## src/rtl/decode.sv

```systemverilog
// Decode stage: register file, instruction decode, load-use detection
// and the registered D/E pipeline bundle.
module decode #(
  parameter int DW   = 16,
  parameter int NREG = 8
) (
  input  logic          clk,
  input  logic          rst,
  input  logic [DW-1:0] instr_d,
  input  logic [DW-1:0] pc_d,
  input  logic [DW-1:0] pc_next_d,
  input  logic          flush_e,
  input  logic          we_w,
  input  logic [2:0]    waddr_w,
  input  logic [DW-1:0] wdata_w,
  output logic          stall_fd,
  output logic [DW-1:0] pc_e,
  output logic [DW-1:0] pc_next_e,
  output logic [DW-1:0] rd1_e,
  output logic [DW-1:0] rd2_e,
  output logic [DW-1:0] imm_e,
  output logic [2:0]    rd_e,
  output logic          reg_write_e,
  output logic          mem_write_e,
  output logic          mem_to_reg_e,
  output logic          branch_e,
  output logic          jump_e,
  output logic          alu_src_e,
  output logic          illegal_e,
  output logic [2:0]    alu_ctrl_e
);

  typedef struct packed {
    logic [DW-1:0] pc;
    logic [DW-1:0] pc_next;
    logic [DW-1:0] rd1;
    logic [DW-1:0] rd2;
    logic [DW-1:0] imm;
    logic [2:0]    rd;
    logic          reg_write;
    logic          mem_write;
    logic          mem_to_reg;
    logic          branch;
    logic          jump;
    logic          alu_src;
    logic          illegal;
    logic [2:0]    alu_ctrl;
  } de_t;

  logic [DW-1:0] regs [NREG];
  de_t d, q;

  logic [3:0] op;
  logic [2:0] rd, rs1, rs2, a2;
  logic       is_r, is_addi, is_lw, is_sw, is_beq, is_jmp;
  logic       uses_p2, hazard;
  logic [DW-1:0] rd1, rd2;

  assign op  = instr_d[15:12];
  assign rd  = instr_d[11:9];
  assign rs1 = instr_d[8:6];
  assign rs2 = instr_d[5:3];

  assign is_r    = op <= 4'd5;
  assign is_addi = op == 4'd6;
  assign is_lw   = op == 4'd7;
  assign is_sw   = op == 4'd8;
  assign is_beq  = op == 4'd9;
  assign is_jmp  = op == 4'd10;

  assign uses_p2 = is_r | is_sw | is_beq;
  assign a2      = (is_sw | is_beq) ? rd : rs2;

  // Write-through: a same-cycle writeback is visible to this decode.
  assign rd1 = (rs1 == 3'd0) ? '0 :
               (we_w && waddr_w == rs1) ? wdata_w : regs[rs1];
  assign rd2 = (a2 == 3'd0) ? '0 :
               (we_w && waddr_w == a2) ? wdata_w : regs[a2];

  assign hazard = q.mem_to_reg && q.rd != 3'd0 &&
                  (q.rd == rs1 || (uses_p2 && q.rd == a2));
  assign stall_fd = hazard & ~flush_e;

  always_comb begin
    d         = '0;
    d.pc      = pc_d;
    d.pc_next = pc_next_d;
    d.rd1     = rd1;
    d.rd2     = rd2;
    d.imm     = {{(DW-6){instr_d[5]}}, instr_d[5:0]};
    unique case (1'b1)
      is_r: begin
        d.reg_write = 1'b1;
        d.alu_ctrl  = op[2:0];
      end
      is_addi, is_lw: begin
        d.reg_write  = 1'b1;
        d.alu_src    = 1'b1;
        d.mem_to_reg = is_lw;
      end
      is_sw: begin
        d.alu_src   = 1'b1;
        d.mem_write = 1'b1;
      end
      is_beq: begin
        d.branch   = 1'b1;
        d.alu_ctrl = 3'b001;
      end
      is_jmp: begin
        d.jump = 1'b1;
        d.imm  = {{(DW-12){instr_d[11]}}, instr_d[11:0]};
      end
      default: d.illegal = 1'b1;
    endcase
    d.rd = d.reg_write ? rd : 3'd0;
  end

  always_ff @(posedge clk) begin
    if (rst) begin
      q <= '0;
      for (int i = 0; i < NREG; i++)
        regs[i] <= '0;
    end else begin
      if (we_w && waddr_w != 3'd0)
        regs[waddr_w] <= wdata_w;
      if (flush_e || hazard)
        q <= '0;
      else
        q <= d;
    end
  end

  assign pc_e         = q.pc;
  assign pc_next_e    = q.pc_next;
  assign rd1_e        = q.rd1;
  assign rd2_e        = q.rd2;
  assign imm_e        = q.imm;
  assign rd_e         = q.rd;
  assign reg_write_e  = q.reg_write;
  assign mem_write_e  = q.mem_write;
  assign mem_to_reg_e = q.mem_to_reg;
  assign branch_e     = q.branch;
  assign jump_e       = q.jump;
  assign alu_src_e    = q.alu_src;
  assign illegal_e    = q.illegal;
  assign alu_ctrl_e   = q.alu_ctrl;

endmodule

```

## config.mk

```make
export PLATFORM = sky130hd
export DESIGN_NAME = decode
export DESIGN_NICKNAME = d
export VERILOG_FILES = /design/src/rtl/decode.sv
export SDC_FILE = /design/constraint.sdc
export NUM_CORES = 1
export LEC_CHECK = 0
export ABC_CLOCK_PERIOD_IN_PS = 2250
export CAP_MARGIN = 5
export CORE_ASPECT_RATIO = 0.75
export CORE_MARGIN = 2
export CORE_UTILIZATION = 49
export DETAILED_ROUTE_END_ITERATION = 10
export PLACE_DENSITY = 0.77
export SLEW_MARGIN = 10
export SYNTH_ARGS = -nofsm -noshare
export SYNTH_HDL_FRONTEND = slang
export SYNTH_SLANG_ARGS = --single-unit
```

## constraint.sdc

```tcl
create_clock -name clk -period 2.25 [get_ports clk]
set_clock_uncertainty 0.05 [all_clocks]
set_input_delay 0.225 -clock clk [delete_from_list [all_inputs] [get_ports clk]]
set_output_delay 0.225 -clock clk [all_outputs]
set_load 0.02 [all_outputs]
```

==> results of run 1 <==
[report_power, final]
part / total (mW) / switching (mW) / internal [mW]
sequential: 4.57 / 0.135 / 4.44
combinational: 1.52 / 0.759 / 0.761
clock: 3.77 / 1.51 / 2.26
total: 9.87 / 2.40 / 7.46
[registers in the layout, summed over array words and instances, names as in the netlist, 3 cells and up]
name        count
regs          128
pc_e           16
pc_next_e      16
rd1_e          16
rd2_e          16
imm_e          12
alu_ctrl_e      3
rd_e            3
[routing by layer]
layer / vias up / track usage / share of wire / wire length, um
met5: - / 0 / 0 / 0
met4: 0 / 0.0828 / 0.029 / 938
met3: 74 / 0.0721 / 0.13 / 4030
met2: 616 / 0.476 / 0.47 / 14900
met1: 3912 / 0.391 / 0.38 / 12100
li1: 3519 / - / - / -
[per-stage QoR]
| stage | std cells | hold slack (ns) | util | instance area, um2 | total power [mW] |
|---|---|---|---|---|---|
| floorplan | 873 | 0.254 | - | 10400 | 5.42 |
| global placement | 1337 | 0.595 | 0.633 | 12900 | 6.09 |
| detailed placement | 1337 | 0.593 | 0.633 | 12900 | 6.14 |
| CTS | 1379 | 0.0890 | 0.671 | 13700 | 9.88 |
| global route | 1380 | 0.145 | 0.671 | 13700 | 10.1 |
| finish | 1380 | 0.112 | 0.671 | 13700 | 9.87 |
[cells in the final DEF (no fill, tap or decap), types with 3 or more instances in the layout]
cell	count
sky130_fd_sc_hd__clkdlybuf4s50_1	158
sky130_fd_sc_hd__and2_1	151
sky130_fd_sc_hd__edfxtp_1	128
sky130_fd_sc_hd__nand2_1	116
sky130_fd_sc_hd__dfxtp_1	88
sky130_fd_sc_hd__buf_4	79
sky130_fd_sc_hd__mux4_2	64
sky130_fd_sc_hd__o21ai_0	49
sky130_fd_sc_hd__nand3_1	35
sky130_fd_sc_hd__a21oi_1	25
sky130_fd_sc_hd__nor3_1	23
sky130_fd_sc_hd__clkbuf_16	23
sky130_fd_sc_hd__mux2i_1	17
sky130_fd_sc_hd__conb_1	16
sky130_fd_sc_hd__nor2_1	14
sky130_fd_sc_hd__buf_12	14
sky130_fd_sc_hd__nand4_2	10
sky130_fd_sc_hd__or2_2	8
sky130_fd_sc_hd__xnor2_1	7
sky130_fd_sc_hd__nand4_1	6
sky130_fd_sc_hd__clkinv_2	6
sky130_fd_sc_hd__clkbuf_8	5
sky130_fd_sc_hd__nor3b_1	4
sky130_fd_sc_hd__nand2b_1	3
sky130_fd_sc_hd__o31ai_1	3
sky130_fd_sc_hd__xnor2_2	3
sky130_fd_sc_hd__xor2_1	3
sky130_fd_sc_hd__nor4b_1	3
sky130_fd_sc_hd__clkbuf_1	3
sky130_fd_sc_hd__clkdlybuf4s15_1	3
[cells by family (layout without fill, tap and decap cells)]
logic type,after synthesis,after routing,synth area share
xor gates and xnor gates,13,13,0.0111
buffers and inverters,72,297,0.0299
DFF,217,217,0.547
other,1,16,0.000365
AOI/OAI and AO/OA,86,86,0.0449
muxes,84,84,0.161
and+or+nand+nor,385,385,0.205
[path summary, 6_finish.rpt]
| kind | startpoint | to | slack (ns) |
|---|---|---|---|
| min | instr_d[7] | imm_e[7] | 0.11 |
| max | instr_d[14] | stall_fd | 0.1 |
| max reg2reg | rd_e[2] | rd1_e[13] | 0.27 |
| min reg2reg | regs[3][1] | rd2_e[1] | 0.66 |
[cells in the mapped netlist, types with 2 or more instances]
cell                       count  share of area
sky130_fd_sc_hd__xnor2_1      10         0.0085
sky130_fd_sc_hd__nand3_1      35          0.017
sky130_fd_sc_hd__clkbuf_1     46          0.017
sky130_fd_sc_hd__a21oi_1      26          0.013
sky130_fd_sc_hd__buf_2        12         0.0058
sky130_fd_sc_hd__nor3b_1       5         0.0037
sky130_fd_sc_hd__nor4b_1       3         0.0026
sky130_fd_sc_hd__or4_1         2         0.0015
sky130_fd_sc_hd__o21ai_0      49          0.024
sky130_fd_sc_hd__mux2i_1      18          0.018
sky130_fd_sc_hd__nand4_2      10          0.012
sky130_fd_sc_hd__buf_4         4         0.0029
sky130_fd_sc_hd__o31ai_1       3         0.0022
sky130_fd_sc_hd__nand2b_1      3         0.0018
sky130_fd_sc_hd__nor2b_1       2         0.0012
sky130_fd_sc_hd__nand2_1     116          0.042
sky130_fd_sc_hd__o31a_1        2         0.0017
sky130_fd_sc_hd__buf_1         8         0.0029
sky130_fd_sc_hd__mux4_2       64           0.14
sky130_fd_sc_hd__nor3_1       25          0.012
sky130_fd_sc_hd__or2_2         8         0.0049
sky130_fd_sc_hd__nor2_1       14         0.0051
sky130_fd_sc_hd__edfxtp_1    128           0.37
sky130_fd_sc_hd__nand4_1       6         0.0037
sky130_fd_sc_hd__dfxtp_1      89           0.17
sky130_fd_sc_hd__and2_1      151          0.092
sky130_fd_sc_hd__xor2_1        3         0.0026
[what timing repair did]
action,CTS,global route
pin swaps,4,4
setup endpoints to repair,13,1
gates cloned,0,0
buffers inserted,2,1
resized for setup,10,4
[worst max-delay path, stage by stage]
cell,delay (ns)
sky130_fd_sc_hd__clkdlybuf4s15_1,0.18
sky130_fd_sc_hd__or3b_4,0.45
sky130_fd_sc_hd__mux2i_4,0.22
sky130_fd_sc_hd__xnor2_2,0.16
sky130_fd_sc_hd__o31a_1,0.34
sky130_fd_sc_hd__nor3_2,0.15
sky130_fd_sc_hd__buf_4,0.16
[layout make-up]
class                      instances  share of cell area
clock buffer                      32              0.0483
inverter                           1            0.000274
clock inverter                     8             0.00658
tap                              282              0.0258
timing repair buffer             256               0.182
multi-input combinational        584               0.326
sequential                       217               0.411
==> results, run 1 <==
- The flow ran to the end, and the final reports show no timing, DRC or antenna violations.
- The number of remaining DRC errors is 0.
- The height of the chip is 129 um.
- The arrival time of the worst setup path is around 1.9 ns.
- Counting flops with an async set or reset pin after synthesis yields a share of 0.
- Entering global routing, the biggest net connects 35 pins.
- Setup repair after global routing left no endpoint under its margin.
- The die covers 22200 um2.
- The power density of the placed cells is 721 nW/um2.
- The class of the tightest hold or removal check is input port to flop.
- Across the VDD grid, the largest voltage drop is 0.000595 V.
- The via count of the first global-routing pass is 7899.
- Counting flops with a built-in enable in the synthesized netlist gives 128.
- The initial core utilization is 0.504.
- In this run, CTS created clock tree buffers numbering 22.
- The floorplan has 45 rows.
- For the worst setup path, the data required time is 1.98 ns.
- The share of the Yosys chip area taken by registers is 0.547.
- The final total negative setup slack is 0 ns.
- The post-synthesis area per instance is 12.0 um2.
- The combined area of all synthesized cells is approximately 10000 um2.
- The aggregate global-route resource usage is 0.291.
- TritonCTS built the clock tree.
- The number of instances on the worst hold path is 3.
- The number of distinct library cell variants in the gate-level netlist after synthesis is 43.
- The number of hold buffers added after cts is 0.
- The tool flagged a number of max-cap violations equal to 0.
- Dividing the detail-routed via count by the number of cells gives 5.88.
- Measured in cells, the most critical reg-to-reg path has a length of 8.
- For this block, the via count after detailed routing is 8121.
- Of the available clock period, the critical path in the final layout requires 0.956.
- The total overflow left after global routing is 0.
- The post-synthesis sequential element count is 217.
- The critical path class is input port to output port.
- The initial antenna violation count came to 0.
- The first TritonRoute pass finished after 6 iterations.
- STA classifies the critical path startpoint as an input port.
- For this design the static power due to leakage is approximately 5.1 nW.
- Synthesis produced 858 cells.
- The worst path meets setup with 0.0988 ns of slack.
- For this block, the initial DRC count from the detailed router was 1066.
- The clock net sink count is 217.
- The clock root buffer master is sky130_fd_sc_hd__clkbuf_16.
- The core footprint is 20400 um2.
- The critical-path maximum fanout is 3.
- The number of levels the H-tree was split into is 1.
- Summing all multi-input logic gate instances after layout gives 4460 um2.
- Timing analysis after detailed placement gives a worst setup slack of -0.724 ns.
- Counting the fill cells in the layout gives 1495.
- The routed design has 32000 um of wire.
- In the synthesized netlist the dominant register cell turns out to be sky130_fd_sc_hd__edfxtp_1.
- Input and output buffers added on the ports amount to 164.
- Timing would allow up to 465 MHz.
- The number of warning messages in the yosys log is 0.
- The final layout contains 1153 nets.
- During I/O placement, the number of pins put on the boundary was 165.
- The placer congestion estimate is 0.931.
- The final max-slew violation count came to 0.
- The diode insertion count for antenna repair is 0.
- The critical path endpoint category is an output port.
- The placed wire-length estimate is 20700 um.
- The post-route minimum period is about 2.2 ns.
- The worst-margin pin slew is between 0.5 and 0.6 ns.
- Measured along the x axis, the die boundary spans 171 um.
- The register cell area after layout is 5630 um2.
- The average routed wire per standard cell is 23.2 um.
- The wire length of the first global-routing pass is 47100 um.
- The fraction of final layout cells with drive strength greater than 1 is 0.208.
- The layout overhead on the synthesized area is 33.2%.
- The clock input transition at the sequential cells of the worst setup and hold paths is ~0.060 ns.
- Once detail routing completed, the nets flagged for antenna violations numbered 0.
- Counting along the longest clock path gives a buffer depth of 3.
- The max-slew headroom at the worst pin is 0.640.
- The number of hold-slack violations in the final timing report is 0.
- The later pin in the worst-skew pair is clocked with a latency of around 0.50 ns.
- Setup violations remaining at the end of the flow were counted as 0.
(Power assumes the default switching activity.)
==> inputs of run 2 (changes only) <==
--- a/config.mk
+++ b/config.mk
@@ -5,13 +5,12 @@
 export SDC_FILE = /design/constraint.sdc
 export NUM_CORES = 1
 export LEC_CHECK = 0
-export ABC_CLOCK_PERIOD_IN_PS = 2250
 export CAP_MARGIN = 5
 export CORE_ASPECT_RATIO = 0.75
 export CORE_MARGIN = 2
-export CORE_UTILIZATION = 49
+export CORE_UTILIZATION = 54
 export DETAILED_ROUTE_END_ITERATION = 10
-export PLACE_DENSITY = 0.77
+export PLACE_DENSITY = 0.8
 export SLEW_MARGIN = 10
 export SYNTH_ARGS = -nofsm -noshare
 export SYNTH_HDL_FRONTEND = slang
==> constraint.sdc (replaced) <==
create_clock -name clk -period 2.31 [get_ports clk]
set_clock_uncertainty 0.05 [all_clocks]
set_input_delay 0.231 -clock clk [delete_from_list [all_inputs] [get_ports clk]]
set_output_delay 0.231 -clock clk [all_outputs]
set_load 0.02 [all_outputs]
==> results, run 2 (synthesis gave the netlist of run 1 again) <==
- The fraction of final layout cells with drive strength greater than 1 is 0.194 (-0.0141).
- The critical path class is input port to output port.
- The initial antenna violation count is 0 (unchanged).
- The layout overhead on the synthesized area is 30.9%.
- The number of rows created at floorplan is 43 (-4.4%).
- The register cell area after layout is 5630 um2 (about the same).
- Setup repair after global routing left no endpoint under its margin.
- The clock input transition at the sequential cells of the worst setup and hold paths is 0.06 ns (about the same).
- The arrival time of the worst setup path is 1.95 ns (+0.07 ns).
- The worst setup slack after placement is -0.682 ns (+0.0423 ns).
- The critical-path maximum fanout was 3 (unchanged).
- The register with the highest flop count is regs.
- The worst hold path startpoint is instr_d[6].
- The aggregate global-route resource usage is 0.311 (+0.0200).
- The total overflow reported by the global router is 0 (unchanged).
- The number of vias in the routed layout is 8020 (-1.2%).
- The total chip power is 9.29 mW (-5.9%).
- The number of remaining DRC errors came to 0 (unchanged).
- The total setup violations reported at the end of the flow is 0 (unchanged).
- The highest clock rate is 449 MHz.
- The average routed wire per standard cell was 22.9 um (-1.1%).
- The mean number of vias per cell is 6.02 (+2.3%).
- The total iterations of the first detailed-routing run came to 5 (-1).
- The critical path endpoint category is an output port.
- The final design instance area without fill came to 13500 um2 (-1.7%).
- The clock net sink count was 217 (unchanged).
- The worst-margin pin slew is 1.29 ns (+0.759 ns).
- The number of hold buffers added after cts is 0 (unchanged).
- The kind of cell with the highest combined delay along the critical path is simple AND/OR/NAND/NOR gates.
- Dividing the final minimum period by the clock period gives 0.964.
- The biggest cell delay along the critical path is 0.45 ns (about the same).
- The number of nets in the final layout was 1140 (-1.1%).
- The critical path goes through dlygate4sd2_1 > or3b_4 > mux2i_4 > xnor2_2 > o31a_1 > nor3_2 > buf_4.
- The count of fill cells added during filler insertion came to 1270 (-15%).
- The worst IR drop on VDD is 0.000535 V (-10%).
- The via count of the first global-routing pass was 8067 (+2.1%).
- The hold path endpoint is imm_e[6].
- The final max-slew violation count was 0 (unchanged).
- The number of flip-flops under the largest register name was 128 (unchanged).
- The most common library cell in the layout ignoring fill and taps is sky130_fd_sc_hd__clkdlybuf4s50_1.
- The total of max-cap violations is 0 (unchanged).
- In the layout the commonest cells are sky130_fd_sc_hd__clkdlybuf4s50_1, sky130_fd_sc_hd__and2_1, sky130_fd_sc_hd__edfxtp_1.
- The TritonCTS clock tree is built.
- The cell area after placement is 12700 um2 (-1.2%).
- After layout, the minimum clock period comes to 2.23 ns.
- The nature of the critical path startpoint is an input port.
- The leakage power of the design came to 5.02 nW (-2.1%).
- The tree is rooted in a sky130_fd_sc_hd__clkbuf_16.
- The power density of the placed cells is 690 nW/um2 (-4.2%).
- The critical register-to-register path endpoint is rd1_e[14].
- The number of DRC violations after detailed-routing iteration 0 is 948 (-11%).
- The data required time of the worst path was 2.03 ns (+0.05 ns).
- The number of instances on the worst hold path is 3 (unchanged).
- The run finished with clean final reports.
- The number of buffers created by CTS came to 22 (unchanged).
- The placer congestion estimate is 0.897 (-3.7%).
- The worst-case register-to-register setup slack is 0.31 ns (+0.04 ns).
- The placed wire-length estimate is 19400 um (-6.5%).
- The total wire length is 30500 um (-4.6%).
- The met2 track demand over resource in global routing is 0.496 (+0.0199).
- The buffers plus inverters on the worst setup path is 2 (unchanged).
- The number of top-level pins is 165 (unchanged).
- The die footprint came to 20200 um2 (-9.0%).
- The diode insertion count for antenna repair is 0 (unchanged).
- The setup slack after layout is 0.0826 ns (-0.0162 ns).
- The port buffer count is 164 (unchanged).
- The core occupancy in the finished layout is 0.725 (+0.0532).
- The remaining antenna violation count after routing is 0 (unchanged).
- The worst hold margin is 0.0894 ns (-0.0231 ns).
- The height of the chip was 123 um (-4.6%).
- The number of hold-slack violations in the final timing report is 0 (unchanged).
- The max-slew headroom at the worst pin is 0.133 (-0.507).
- The clock insertion delay at the later pin of the skew report came to 0.50 ns (about the same).
- The class of the tightest hold or removal check is input port to flop.
- The maximum buffer depth of the clock tree is 3 (unchanged).
- The core footprint is 18600 um2 (-8.9%).
- The slowest stage of the critical path belongs to the cell sky130_fd_sc_hd__or3b_4.
- The horizontal die dimension is 163 um (-4.6%).
- The multi-input combinational cell area was 4460 um2 (unchanged).
- The wire length of the first global-routing pass came to 46300 um (-1.7%).
- The worst reg2reg path depth is 8 (unchanged).
- The number of levels the H-tree was split into came to 1 (unchanged).
- The initial core utilization is 0.554 (+0.0495).
- The met1 track demand over resource was 0.416 (+0.0248).
- After global routing, the most crowded layer is met2.
- The met3 routing resource usage after global routing is 0.0906 (+0.0185).
- The pin count of the biggest net entering global routing is 36 (+2.9%).
- The source of the worst register-to-register timing path is rd_e[2].
## run 2: final cells by class
cell class	instances	share of cell area
clock inverter	6	0.00223
inverter	1	0.000279
clock buffer	34	0.0488
timing repair buffer	243	0.176
multi-input combinational	584	0.331
tap	247	0.0230
sequential	217	0.418
## run 2: repair_timing
item,4_1_cts,5_1_grt
hold endpoints to repair,0,0
setup endpoints to repair,76,0
setup buffers,2,0
gates resized for setup,10,0
## run 2: power breakdown
| group | switching [mW] | internal [mW] | total, mW |
|---|---|---|---|
| Combinational | 0.723 | 0.718 | 1.44 |
| Sequential | 0.125 | 4.32 | 4.45 |
| Clock | 1.44 | 1.95 | 3.40 |
| Total | 2.29 | 7.00 | 9.29 |
## run 2: worst register-to-register path, cell delays in order (launching register included)
cell and delay [ns]:
sky130_fd_sc_hd__dfxtp_1 0.43, sky130_fd_sc_hd__xnor2_1 0.14, sky130_fd_sc_hd__a22o_1 0.15, sky130_fd_sc_hd__inv_1 0.05, sky130_fd_sc_hd__buf_4 0.12, sky130_fd_sc_hd__o31ai_1 0.33, sky130_fd_sc_hd__a21o_1 0.29, sky130_fd_sc_hd__buf_12 0.21
sky130_fd_sc_hd__nor3_1 0.08
## run 2: how the worst max path moves through the flow
stage | from | end | slack, ns | depth (start not counted)
after detailed placement | instr_d[15] | stall_fd | -0.68 | 7
after global routing | rd_e[2] | stall_fd | 0.004 | 6
after floorplan | instr_d[13] | rd2_e[6] | 0.003 | 10
final | instr_d[14] | stall_fd | 0.08 | 7
after global placement | instr_d[15] | stall_fd | -0.66 | 7
after CTS | instr_d[14] | stall_fd | 0.09 | 7
## run 2: per-layer routing
metal,part of all wire,vias up
met2,0.46,590
li1,-,3494
met4,0.030,0
met3,0.14,79
met5,0,-
met1,0.37,3857
## run 2: per-stage QoR
step           cells  setup TNS (ns)
6_report        1332               0
5_1_grt         1332               0
4_1_cts         1332               0
3_5_place_dp    1290          -46.45
3_3_place_gp    1290          -41.63
2_1_floorplan    873               0
==> edit: new RTL, flow settings as in run 2 <==
The parameter `NREG` goes from 8 to 16.
--- a/src/rtl/decode.sv
+++ b/src/rtl/decode.sv
@@ -2,7 +2,7 @@
 // and the registered D/E pipeline bundle.
 module decode #(
   parameter int DW   = 16,
-  parameter int NREG = 8
+  parameter int NREG = 16
 ) (
   input  logic          clk,
   input  logic          rst,
Check against the original RTL: same outputs for any inputs over 4 cycles, from zero or initial values; that may be too few to reach the edited logic, so the function may still have changed.
==> edit against run 2 <==
First-iteration DRC count increased by 14%. Synthesized cell count unchanged. Clock power increased by 6.8%. Final area increased by 0.16%. Area after synthesis decreased by 0.63%. Count of clock-buffer cells in the layout increased by 3. Wire length increased by 1.8%. Non-clock buffer count unchanged. Sequential cell count unchanged. Worst setup slack got worse by 0.049 ns. Total power increased by 2.6%.
==> edit: results (changes against run 2) <==
| Metric | Value |
|---|---|
| Fill cells | 1226 (was 1270) |
| Most flop-heavy register | regs (unchanged) |
| CTS Buf Count | 22 (unchanged) |
| Sequential share of the synthesized area | 55.1% (was 54.7%) |
| Final WL | 31100 um (was 30500 um) |
| First-pass GRT wire length | 46000 um (was 46300 um) |
| Synth Area in Compound Gates | 4.52% (was 4.49%) |
| Hold Slack | 0.0499 ns (was 0.0894 ns) |
| Vias | 8045 (was 8020) |
| CP Capture Type | flip-flop (was output pin) |
| Initial DRC Count | 1081 (was 948) |
| Routing usage on met2 | 50.9% (was 49.6%) |
| Post-Synth XOR/XNOR Area | 1.11% (about the same) |
| DR WL met2 | 14400 um (was 14000 um) |
| Distinct cells, synth | 42 (was 43) |
| Mux contribution to synthesized area | 16.2% (was 16.1%) |
| FF-to-FF setup slack | 0.26 ns (was 0.31 ns) |
| Vias in the first global route | 7962 (was 8067) |
| Metal-1 WL | 11200 um (was 11400 um) |
| Global Route Usage Sum | 31.2% (was 31.1%) |
| GR Util met3 | 7.82% (was 9.06%) |
| Global routing usage on met1 | 40.5% (was 41.6%) |
| Met3 wire length | 4180 um (was 4190 um) |
| Critical path peak fanout | 34 (was 3) |
| Max layer used | met4 (unchanged) |
| Pre-CTS setup slack | -0.775 ns (was -0.682 ns) |
| Post-DP Area | 0.0127 mm^2 (about the same) |
| Slew HR | 26.3% (was 13.3%) |
| Layout cells sized above 1 | 18.6% (was 19.4%) |
| VDD IR max | 0.573 mV (was 0.535 mV) |
| # resized after CTS | 16 (was 10) |
| Largest net degree at the start of global routing | 37 (was 36) |
| Run status | finished, final reports clean (unchanged) |
| Postcts setup bufs | 3 (was 2) |
| Maximum clock rate | 0.439 GHz (was 0.449 GHz) |
| WHS Path Cells | 3 (unchanged) |
| Slowest CP cell | buf_4 (was or3b_4) |
| Worst r2r src | rd_e[2] (unchanged) |
| RePlAce Congestion | 0.868 (was 0.897) |
| Hpwl dp | 19300 um (was 19400 um) |
| Endpoint of the worst register-to-register path | rd2_e[13] (was rd1_e[14]) |
| Clk buf depth | 3 (unchanged) |
| Pleak | 5.03 nW (was 5.02 nW) |
| Largest cells by area after synthesis | edfxtp_1 38%, dfxtp_1 17%, mux4_2 14% (was edfxtp_1 37%, dfxtp_1 17%, mux4_2 14%) |
| CP arrival | 2.65 ns (was 1.95 ns) |
| Worst path top cell family by delay | buffers and inverters (was simple AND/OR/NAND/NOR gates) |
| Switching pwr | 0.00234 W (was 0.00229 W) |
| Max reg flops | 128 (unchanged) |
| Worst reg-to-reg path cell count | 10 (was 8) |
-- edit: cell types whose count changed after synthesis, sizes merged --
| cell | delta |
|---|---|
| clkbuf | +3 |
| buf | -3 |
-- edit: power groups by stage --
stage | Sequential, W | Clock, W | Combinational [W]
final | 0.00445 | 0.00363 | 0.00145
after global routing | 0.00447 | 0.00380 | 0.00154
after CTS | 0.00445 | 0.00365 | 0.00143
after detailed placement | 0.00452 | 0 | 0.00141
after global placement | 0.00451 | 0 | 0.00139
after floorplan | 0.00457 | 0 | 0.000681
-- edit: tightest hold or removal path: stages --
cell and delay (ns):
buf_2 0.18, a21oi_1 0.08, nor2_1 0.07
-- edit: layout make-up --
cell class              instances  area, um^2  share of cell area [%]
well taps                     247         309                    2.29
clock buffers                  37         692                    5.14
clock inverters                 3        40.0                   0.297
repair buffers                243        2410                    17.9
multi-input cells             584        4390                    32.6
inverters                       1        3.75                  0.0279
flip-flops and latches        217        5630                    41.8
